==> config.mk <==
export PLATFORM = sky130hd
export DESIGN_NAME = serial_xor_comparator
export DESIGN_NICKNAME = d
export VERILOG_FILES = /design/src/rtl/serial_cmp_pkg.sv /design/src/rtl/bit_mismatch_mux.sv /design/src/rtl/serial_xor_comparator.sv
export SDC_FILE = /design/constraint.sdc
export NUM_CORES = 1
export LEC_CHECK = 0
export BUFFER_PORTS_ARGS = -buffer_cell sky130_fd_sc_hd__buf_2
export CAP_MARGIN = 0
export CORE_AREA = 2 2 39 41
export CTS_CLUSTER_DIAMETER = 120
export DETAILED_ROUTE_END_ITERATION = 10
export DIE_AREA = 0 0 41 43
export HOLD_SLACK_MARGIN = 0.03
export SLEW_MARGIN = 30
export SYNTH_ARGS = -nofsm -noshare
export SYNTH_HDL_FRONTEND = slang
export SYNTH_SLANG_ARGS = --single-unit
==> constraint.sdc <==
create_clock -name clk -period 1.3 [get_ports clk]
set_input_delay 0 -clock clk [delete_from_list [all_inputs] [get_ports clk]]
set_output_delay 0 -clock clk [all_outputs]
set_load 0.02 [all_outputs]
==> src/rtl/serial_cmp_pkg.sv <==
// Shared state encoding, default frame length and counter-width helper for
// the bit-serial frame comparator.
package serial_cmp_pkg;

  typedef enum logic [1:0] {
    ST_IDLE = 2'd0,
    ST_RUN  = 2'd1,
    ST_DONE = 2'd2
  } state_t;

  localparam int DEFAULT_FRAME_LEN = 8;

  // Width that can hold every value 0..frame_len, so the mismatch count never wraps.
  function automatic int cnt_width(input int frame_len);
    return $clog2(frame_len + 1);
  endfunction

endpackage

==> src/rtl/bit_mismatch_mux.sv <==
// Per-bit mismatch (a XOR b) built as a 2:1 mux selected by a, matching
// the mux-based gate construction of the upstream XOR/XNOR stage.
module bit_mismatch_mux (
  input  logic a,
  input  logic b,
  output logic mismatch
);

  assign mismatch = a ? ~b : b;

endmodule

==> src/rtl/serial_xor_comparator.sv <==
// Bit-serial frame comparator: counts a!=b pairs over FRAME_LEN valid bits.
// Optional first-mismatch capture enabled by defining SERIAL_CMP_FIRST_IDX_EN.
module serial_xor_comparator
  import serial_cmp_pkg::*;
#(
  parameter int FRAME_LEN = DEFAULT_FRAME_LEN,
  parameter int CNT_W     = cnt_width(FRAME_LEN)
) (
  input  logic             clk,
  input  logic             rst_n,
  input  logic             start,
  input  logic             bit_valid,
  input  logic             a,
  input  logic             b,
  output logic             busy,
  output logic             done,
  output logic             equal,
`ifdef SERIAL_CMP_FIRST_IDX_EN
  output logic [CNT_W-1:0] first_mismatch_idx,
  output logic             any_mismatch,
`endif
  output logic [CNT_W-1:0] mismatch_cnt
);

  localparam logic [CNT_W-1:0] LAST_IDX = CNT_W'(FRAME_LEN - 1);

  state_t           state_q;
  state_t           state_d;
  logic [CNT_W-1:0] bit_idx;
  logic [CNT_W-1:0] cnt_q;
  logic             equal_q;
  logic             mis;
  logic             accept_start;
  logic             sample;
  logic             last_bit;

  bit_mismatch_mux u_mis (
    .a        (a),
    .b        (b),
    .mismatch (mis)
  );

  assign accept_start = start && ((state_q == ST_IDLE) || (state_q == ST_DONE));
  assign sample       = (state_q == ST_RUN) && bit_valid;
  assign last_bit     = sample && (bit_idx == LAST_IDX);

  always_comb begin
    state_d = state_q;
    case (state_q)
      ST_IDLE: if (start) state_d = ST_RUN;
      ST_RUN:  if (last_bit) state_d = ST_DONE;
      ST_DONE: state_d = start ? ST_RUN : ST_IDLE;
      default: state_d = ST_IDLE;
    endcase
  end

  always_ff @(posedge clk) begin
    if (!rst_n) begin
      state_q <= ST_IDLE;
      bit_idx <= '0;
      cnt_q   <= '0;
      equal_q <= 1'b0;
    end else begin
      state_q <= state_d;
      if (accept_start) begin
        bit_idx <= '0;
        cnt_q   <= '0;
        equal_q <= 1'b0;
      end else if (sample) begin
        bit_idx <= bit_idx + 1'b1;
        cnt_q   <= cnt_q + CNT_W'(mis);
        // Equality is resolved on the final-bit edge so it is valid during DONE.
        if (last_bit) equal_q <= (cnt_q == '0) && !mis;
      end
    end
  end

`ifdef SERIAL_CMP_FIRST_IDX_EN
  logic [CNT_W-1:0] first_idx_q;
  logic             any_q;

  always_ff @(posedge clk) begin
    if (!rst_n) begin
      first_idx_q <= '0;
      any_q       <= 1'b0;
    end else if (accept_start) begin
      first_idx_q <= '0;
      any_q       <= 1'b0;
    end else if (sample && mis && !any_q) begin
      first_idx_q <= bit_idx;
      any_q       <= 1'b1;
    end
  end

  assign first_mismatch_idx = first_idx_q;
  assign any_mismatch       = any_q;
`endif

  assign busy         = (state_q == ST_RUN);
  assign done         = (state_q == ST_DONE);
  assign equal        = equal_q;
  assign mismatch_cnt = cnt_q;

endmodule

==> metrics.txt, run 1 <==
DPL Wire Length=871.5 um; GP Congestion=0.7139; Leakage=0.3657 nW; DRC viols=0; Pre-Repair DR Iteration Count=4; final antenna-violating net count=0; crit start category=flop; total number of vias=475; design area=752.0 um^2; Hold Fails Final Rpt=0; die span in x=41 um; Switch Pwr=0.1648 mW; Nets=92; initial antenna violation count=0; Hold Path Origin=start; share of cells above drive strength 1=45.12%; row count=14; fin util=54.34%; CP Max Fanout=2; clock share of power=36.2%; grt ovf=0; Final Slew Violations=0; total CTS buffers=3; synth cell count leaders=11 x dfxtp_1, 7 x nor2_1, 4 x o21ai_1, 4 x xor2_1; Yosys top cell area share=42.72%; Seq. cell area=225.2 um^2; clock slew at reported path FFs=0.08 ns; DIE HEIGHT=43 um; Main synth FF type=dfxtp_1; clk_lat worst skew=0.27 ns; initial core utilization=37.25%; drt wl/cell=11.64 um; Post-CTS Setup Inserts=0; FMAX=698.4 MHz; Power Density=878.7 nW/um^2; Hold WC Path Type=input pin to flop; crit path DAT=1.64 ns; routed vias/inst=4.847; sequential fraction of the synthesis area=42.72%; period utilisation layout=110.1%; cell taking the most area after synthesis=dfxtp_1; final setup skew=0.003185 ns; kind of critical path=flop to flop; R2R Setup Slk=-0.13 ns; CTS sink count=11; met2 usage in global routing=21.56%; Post-Synthesis Cell Area=515.5 um^2; footprint of the multi-input gates=305.3 um^2; Cell variety after synth=19; CTS Buffer Depth=2; first-pass GRT wire length=1800 um; setup violators final=1; Seq pwr share=52.3%; top cells by area, synth=dfxtp_1 43%, ha_1 7.3%, xor2_1 6.8%; WHS Endpoint=state_q[0]$_SDFFE_PN0P_; die area=1763 um^2; CTS tree=built; gr busiest metal=met2; Slew @ Worst Pin=0.2107 ns; vias in the first global route=435; diode count=0; synth warn=0; Post-synth EDFFs=0; power share of the combinational group=11.5%; slowest stage delay, CP=0.49 ns; worst path bufs/invs=0; status=complete, but fails checks; Worst R2R Start=mismatch_cnt[0]$_SDFFE_PP0P_; GR Util met1=19.87%; Fillers=141; Core ar.=1384 um^2; Period minus WS final=1.432 ns; Worst Path Required=1.51 ns; slowest cell on the critical path=or4_1; Slew HR=85.91%; r2r endpoint=equal$_SDFFE_PP0P_; Synth async-reset ratio=0%; Root Buffer Master=clkbuf_4; Critical Path End Type=flop; crit-path cells=or4_1 > or4_1 > a21oi_2; Top Ports=13; Iter 0 DRT Violations=5; IO buf count=12; Post-Syn Area per Cell=9.726 um^2; setup ws final=-0.1319 ns; largest net degree at the start of global routing=10; unrepaired setup endpoints after global routing=true; Hold Crit Depth=4; htree depth=1; max cap viols=0; internal power=0.4960 mW; switching share of power=24.94%; post-synthesis register bit count=11; met3 Use GR=4.712%; Mapped Nets=62; DRT Wirelength=1141 um; cell family with most CP delay=simple AND/OR/NAND/NOR gates; GRT Util Overall=15.52%; Area growth syn-to-layout=45.87%; Worst Reg-to-Reg Cells=3; Most common cell on crit path=or4_1; violated checks=negative setup slack; most frequent cell after synthesis=dfxtp_1; dpl cell area=693.2 um^2; Peak VDD IR=0.5341 mV; gate count of the mapped netlist=53
==> worst max path at each step <==
stage                                            start            endpoint  depth (start not counted)
final                     mismatch_cnt[0]$_SDFFE_PP0P_  equal$_SDFFE_PP0P_                          3
after global routing      mismatch_cnt[0]$_SDFFE_PP0P_  equal$_SDFFE_PP0P_                          3
after CTS                 mismatch_cnt[0]$_SDFFE_PP0P_  equal$_SDFFE_PP0P_                          3
after detailed placement  mismatch_cnt[0]$_SDFFE_PP0P_  equal$_SDFFE_PP0P_                          3
after global placement    mismatch_cnt[0]$_SDFFE_PP0P_  equal$_SDFFE_PP0P_                          3
after floorplan           mismatch_cnt[0]$_SDFFE_PP0P_  equal$_SDFFE_PP0P_                          3
==> timing repair <==
action                                  CTS  global route
endpoints found under the setup margin    1             3
hold buffers                              1             0
endpoints found under the hold margin     2             0
resized for setup                         0             6
gates cloned                              0             0
==> placed cells by master, fill, tap and decap left out, drive strengths merged <==
cell type and instances:
nand3b 1, nand4b 3, inv 2, or4 2, a21oi 3, dlygate4sd3 1, nor3 1, o21ai 4
or3 2, a2bb2oi 1, nand3 2, mux2i 3, clkbuf 4, nor2b 2, nand2b 1, dfxtp 11
ha 3, xor2 4, buf 25, nor2 7
==> registers in the layout (all words and copies together), names as in the netlist <==
| name | flops |
|---|---|
| bit_idx | 4 |
| state_q | 2 |
| mismatch_cnt | 4 |
| equal | 1 |
==> final cells by class <==
class | instances | area share (%)
Timing Repair Buffer | 26 | 22.30
Sequential cell | 11 | 29.95
Clock buffer | 4 | 3.494
Multi-Input combinational cell | 39 | 40.60
Inverter | 2 | 0.9983
Tap cell | 16 | 2.662
==> power by group through the flow <==
stage	sequential (mW)	combinational (mW)	clock, mW
finish	0.346	0.0758	0.239
global route	0.347	0.0840	0.261
CTS	0.346	0.0753	0.245
detailed placement	0.354	0.0728	0
global placement	0.354	0.0708	0
floorplan	0.352	0.0386	0
==> per-layer routing <==
metal	vias up	routed length, um
met4	0	25
met2	10	536
met5	-	0
met3	4	44
li1	249	-
met1	212	535
==> stage by stage <==
stage          hold WS (ns)  cells  power [mW]  setup TNS (ns)  worst slack (ns)
2_1_floorplan        0.1357     53      0.3904         -0.1204           -0.1204
3_3_place_gp         0.2580     93      0.4246        -0.08669          -0.08669
3_5_place_dp         0.2587     93      0.4268         -0.1119           -0.1119
4_1_cts             0.07225     98      0.6667         -0.1232           -0.1232
5_1_grt             0.09804     98      0.6917         -0.1924           -0.1798
6_report            0.07831     98      0.6608         -0.1319           -0.1319
==> worst min-delay path, cell delays in order <==
cell	delay, ns
buf_2	0.07
inv_1	0.04
a2bb2oi_1	0.12
nor2_1	0.08
==> cells by family (layout without fill, tap and decap cells) <==
logic type | count (synthesis) | count (layout) | share of synthesized area, %
DFF | 11 | 11 | 42.72
muxes | 3 | 3 | 5.825
AOI/OAI and AO/OA | 8 | 8 | 8.495
buffers and inverters | 3 | 32 | 2.427
and+or+nand+nor | 21 | 21 | 26.46
xor gates and xnor gates | 4 | 4 | 6.795
adders and majority gates | 3 | 3 | 7.282
(Power assumes the default switching activity.)
==> inputs of run 2 (changes only) <==
Settings changed: GPL_ROUTABILITY_DRIVEN set to 0, SYNTH_HIERARCHICAL set to 1.
==> run 2 against run 1 <==
Critical path type unchanged. Clock skew hardly changed. Cell count shrank 1.0%. The run still ends with negative setup slack left. Final area shrank 2.5%. Combinational power increased by 10%. Sequential power hardly changed.
==> metrics.txt, run 2 <==
die area=1763 um^2 (unchanged); Core ar.=1384 um^2 (unchanged); final antenna-violating net count=0 (unchanged); status=complete, but fails checks; synth cell count leaders=11 x dfxtp_1, 7 x nor2_1, 4 x a21oi_1, 4 x xor2_1; initial core utilization=36.44% (-0.81 points); Mapped Nets=62 (unchanged); period utilisation layout=107.0% (-3.1 points); GRT Util Overall=14.73% (-0.79 points); design area=733.2 um^2 (-2.5%); drt wl/cell=10.94 um (-6.1%); total number of vias=470 (-1.1%); CP Max Fanout=2 (unchanged); clock slew at reported path FFs=0.07 ns (about the same); Main synth FF type=dfxtp_1; initial antenna violation count=0 (unchanged); total CTS buffers=3 (unchanged); Iter 0 DRT Violations=12 (+7); Hold Path Origin=start; Hold WC Path Type=input pin to flop; Fillers=137 (-2.8%); DRT Wirelength=1061 um (-7.0%); commonest non-fill, non-tap cell in the layout=buf_2; worst path bufs/invs=0 (unchanged); most frequent cell after synthesis=dfxtp_1; Slew HR=85.42% (-0.48 points); CTS sink count=11 (unchanged); Post-Syn Area per Cell=9.514 um^2 (-2.2%); Area growth syn-to-layout=45.41%; dpl cell area=673.1 um^2 (-2.9%); Post-Synthesis Cell Area=504.2 um^2 (-2.2%); Slew @ Worst Pin=0.2179 ns (+0.007232 ns); slowest cell on the critical path=or4_1; Post-synth EDFFs=0 (unchanged); most frequent cells in the layout=12 x buf_2, 11 x buf_4, 7 x nor2_1, 7 x dfxtp_1; synth warn=6 (+6); crit path DAT=1.59 ns (-0.05 ns); DPL Wire Length=809.2 um (-7.1%); first-pass GRT wire length=1656 um (-8.0%); largest net degree at the start of global routing=10 (unchanged); crit start category=flop; vias in the first global route=402 (-7.6%); cell family with most CP delay=simple AND/OR/NAND/NOR gates; Most common cell on crit path=or4_1; Seq. cell area=225.2 um^2 (unchanged); Worst R2R Start=mismatch_cnt[3]$_SDFFE_PP0P_; Nets=91 (-1.1%); setup violators final=1 (unchanged); Final Slew Violations=0 (unchanged); Root Buffer Master=clkbuf_4; Top Ports=13 (unchanged); gate count of the mapped netlist=53 (unchanged); kind of critical path=flop to flop; Power, Total=0.6595 mW (-0.20%); final setup skew=0.003664 ns (+0.0004790 ns); routed vias/inst=4.845 (about the same); CTS Buffer Depth=2 (unchanged); Period minus WS final=1.391 ns (-0.04077 ns); cell taking the most area after synthesis=dfxtp_1; unrepaired setup endpoints after global routing=true; footprint of the multi-input gates=285.3 um^2 (-6.6%); slowest stage delay, CP=0.49 ns (about the same); die span in x=41 um (unchanged); DRC viols=0 (unchanged); diode count=0 (unchanged); top cells by area, synth=dfxtp_1 44%, ha_1 7.4%, xor2_1 6.9%; row count=14 (unchanged); share of cells above drive strength 1=40.74% (-4.4 points); grt ovf=0 (unchanged); htree depth=1 (unchanged); post-synthesis register bit count=11 (unchanged); CTS tree=built; Hold Fails Final Rpt=0 (unchanged); violated checks=negative setup slack; DIE HEIGHT=43 um (unchanged); Worst Path Required=1.50 ns (about the same); Yosys top cell area share=43.67% (+0.95 points); Cell variety after synth=18 (-1); setup ws final=-0.09117 ns (+0.04077 ns); Synth async-reset ratio=0% (unchanged); Power Density=899.4 nW/um^2 (+2.4%); FMAX=718.8 MHz (+2.9%); pre-CTS setup slack=-0.09546 ns (+0.01643 ns); max cap viols=0 (unchanged); Peak VDD IR=0.5202 mV (-2.6%); crit-path cells=or4_1 > or4_1 > a21oi_1; IO buf count=12 (unchanged); Leakage=0.3654 nW (about the same); Pre-Repair DR Iteration Count=4 (unchanged); clk_lat worst skew=0.27 ns (about the same); Critical Path Source=mismatch_cnt[3]$_SDFFE_PP0P_; Critical Path End Type=flop; sequential fraction of the synthesis area=43.67% (+0.95 points)
-- run 2: layer usage --
metal	part of all wire, %	wire [um]	up-vias	global-route usage [%]
li1	-	-	243	-
met1	48	506	210	17.97
met2	45	481	15	19.06
met3	5.6	59	2	7.853
met4	1.3	14	0	10.00
met5	0	0	-	0
-- run 2: cells by family after synthesis --
kind of cell,Yosys count,synth area share (%)
and+or+nand+nor,23,27.54
muxes,3,5.956
DFF,11,43.67
AOI/OAI and AO/OA,7,6.947
buffers and inverters,2,1.487
xor gates and xnor gates,4,6.947
adders and majority gates,3,7.445
-- run 2: power by group --
| group | switching, mW | total [mW] | internal [mW] |
|---|---|---|---|
| logic | 0.0392 | 0.0834 | 0.0443 |
| registers | 0.00486 | 0.347 | 0.342 |
| clock network | 0.110 | 0.229 | 0.119 |
| total | 0.154 | 0.659 | 0.505 |
-- run 2: cell type report --
type	instances	area share [%]
clock buffers	4	3.584
flip-flops and latches	11	30.72
inverters	1	0.5119
well taps	16	2.730
multi-input cells	40	38.91
repair buffers	25	23.55
-- run 2: worst paths after layout --
kind	slack [ns]	to	cells past startpoint
setup reg to reg	-0.09	equal$_SDFFE_PP0P_	3
setup / recovery	-0.09	equal$_SDFFE_PP0P_	3
hold / removal	0.11	state_q[0]$_SDFFE_PN0P_	4
hold reg to reg	0.49	bit_idx[3]$_SDFFE_PP0P_	2
-- run 2: timing repair --
item                                   CTS  global route
setup endpoints to repair                1             2
gates resized for setup                  0             1
setup buffers                            0             2
gates cloned                             0             0
hold buffers                             1             0
endpoints found under the hold margin    2             0
pin swaps                                0             0
-- run 2: through the flow --
step | utilization [%] | hold WS, ns | std cells | TNS (ns)
floorplan | - | 0.1357 | 53 | -0.1089
global placement | 48.64 | 0.2722 | 90 | -0.07014
detailed placement | 48.64 | 0.2675 | 90 | -0.09546
CTS | 51.27 | 0.1028 | 95 | -0.09772
global route | 52.98 | 0.1151 | 97 | -0.1338
finish | 52.98 | 0.1060 | 97 | -0.09117
-- run 2: tightest hold or removal path, stage by stage --
cell,delay [ns]
buf_2,0.07
nor2b_1,0.13
a21oi_1,0.05
nor2_1,0.08
==> inputs of run 3 (changes only) <==
Settings changed: BUFFER_PORTS_ARGS -buffer_cell sky130_fd_sc_hd__buf_2 to unset, DONT_BUFFER_PORTS set to 1.
==> run 3 against run 2 <==
Sequential share of layout area is 0.75 points higher. Largest power group unchanged. Worst hold slack worse by 0.070 ns. The flow still finishes with violations (negative setup slack). Power is 0.37% lower. Core utilization is 1.3 points lower. Clock skew is 0.0020 ns lower. Non-clock buffer count is 9 lower. Clock power hardly changed. Maximum frequency is 3.9% lower. Sequential power hardly changed.
==> metrics.txt, run 3 (synthesis results as in run 2) <==
routed vias/inst=5.170 (+6.7%); Power Density=918.0 nW/um^2 (+2.1%); first-pass GRT wire length=1800 um (+8.7%); Slew @ Worst Pin=0.3999 ns (+0.1820 ns); CTS sink count=11 (unchanged); Hold WC Path Type=input pin to flop; final antenna-violating net count=0 (unchanged); crit start category=flop; pre-CTS setup slack=-0.1255 ns (-0.03002 ns); GRT Util Overall=15.57% (+0.84 points); Top Ports=13 (unchanged); Area growth syn-to-layout=41.94%; IO buf count=0 (-12); Leakage=0.3235 nW (-11%); setup ws final=-0.1482 ns (-0.05704 ns); Nets=82 (-9.9%); Slew HR=73.28% (-12 points); fin util=51.72% (-1.3 points); htree depth=1 (unchanged); kind of critical path=flop to flop; DRC viols=0 (unchanged); period utilisation layout=111.4% (+4.4 points); die area=1763 um^2 (unchanged); die span in x=41 um (unchanged); unrepaired setup endpoints after global routing=true; Worst R2R Start=mismatch_cnt[3]$_SDFFE_PP0P_; max cap viols=0 (unchanged); violated checks=negative setup slack; commonest non-fill, non-tap cell in the layout=buf_4; Hold Fails Final Rpt=0 (unchanged); setup violators final=1 (unchanged); dpl cell area=635.6 um^2 (-5.6%); grt ovf=0 (unchanged); vias in the first global route=450 (+12%); Hold Path Origin=rst_n; largest net degree at the start of global routing=10 (unchanged); DIE HEIGHT=43 um (unchanged); most frequent cells in the layout=12 x buf_4, 7 x nor2_1, 7 x dfxtp_1; Setup TNS=-0.1482 ns (-0.05704 ns); clk_lat worst skew=0.26 ns (about the same); Peak VDD IR=0.6158 mV (+18%); CP Max Fanout=2 (unchanged); share of cells above drive strength 1=36.11% (-4.6 points); Post-CTS Setup Inserts=0 (unchanged); crit path DAT=1.65 ns (+0.06 ns); clock slew at reported path FFs=0.07 ns (about the same); Root Buffer Master=clkbuf_4; row count=14 (unchanged); FMAX=690.5 MHz (-3.9%); Worst Path Required=1.50 ns (about the same); CTS tree=built; Pre-Repair DR Iteration Count=5 (+1); Period minus WS final=1.448 ns (+0.05704 ns); DRT Wirelength=1093 um (+3.0%); Critical Path Source=mismatch_cnt[3]$_SDFFE_PP0P_; DPL Wire Length=840.8 um (+3.9%); CTS Buffer Depth=2 (unchanged); diode count=0 (unchanged); Critical Path End Type=flop; drt wl/cell=12.42 um (+14%); status=complete, but fails checks; Final Slew Violations=0 (unchanged); total number of vias=455 (-3.2%); Core ar.=1384 um^2 (unchanged); design area=715.7 um^2 (-2.4%); initial antenna violation count=0 (unchanged); total CTS buffers=3 (unchanged); initial core utilization=36.44% (unchanged); Iter 0 DRT Violations=6 (-6); final setup skew=0.001642 ns (-0.002023 ns)
run 3: changes by cell type in the layout (fill, tap and decap cells not counted):
cell	change
or4_1	-2
buf_4	+1
a21oi_2	+2
or4_4	+2
dlygate4sd3_1	+2
a21oi_1	-2
buf_2	-12
run 3: timing repair:
item	in CTS	in global routing
resized for setup	0	5
endpoints found under the hold margin	3	2
endpoints found under the setup margin	1	2
hold buffers	2	1
pin swaps	0	0
run 3: path summary, 6_finish.rpt:
kind | endpoint | slack (ns) | cells after the start
setup / recovery | equal$_SDFFE_PP0P_ | -0.15 | 3
hold reg to reg | bit_idx[3]$_SDFFE_PP0P_ | 0.49 | 2
hold / removal | mismatch_cnt[3]$_SDFFE_PP0P_ | 0.04 | 3
setup reg to reg | equal$_SDFFE_PP0P_ | -0.15 | 3
run 3: cell type report:
| class | count | area [um^2] |
|---|---|---|
| Timing Repair Buffer | 16 | 140.1 |
| Fill cell | 138 | 668.1 |
| Multi-Input combinational cell | 40 | 300.3 |
| Sequential cell | 11 | 225.2 |
| Clock buffer | 4 | 26.28 |
| Inverter | 1 | 3.754 |
| Tap cell | 16 | 20.02 |
run 3: per-stage QoR:
step           power [mW]  hold slack (ns)  cells
6_report           0.6570          0.03621     88
5_1_grt            0.6824          0.04690     88
4_1_cts            0.6584          0.03344     87
3_5_place_dp       0.4243           0.1546     81
3_3_place_gp       0.4228           0.1592     81
2_1_floorplan      0.3905           0.1357     53
run 3: critical path, cell delays in order, from the launching register on:
cell and delay (ns):
dfxtp_2 0.32, or4_4 0.52, or4_4 0.43, a21oi_2 0.12
run 3: power by group:
part	internal, mW	total, mW	switching [mW]
combinational	0.0457	0.0829	0.0372
sequential	0.342	0.347	0.00511
clock	0.119	0.227	0.108
total	0.507	0.657	0.151
run 3: layer usage:
metal	wire length, um	global-route usage, %
met5	0	0
met1	494	17.76
met4	22	12.00
met3	63	4.188
met2	513	23.13
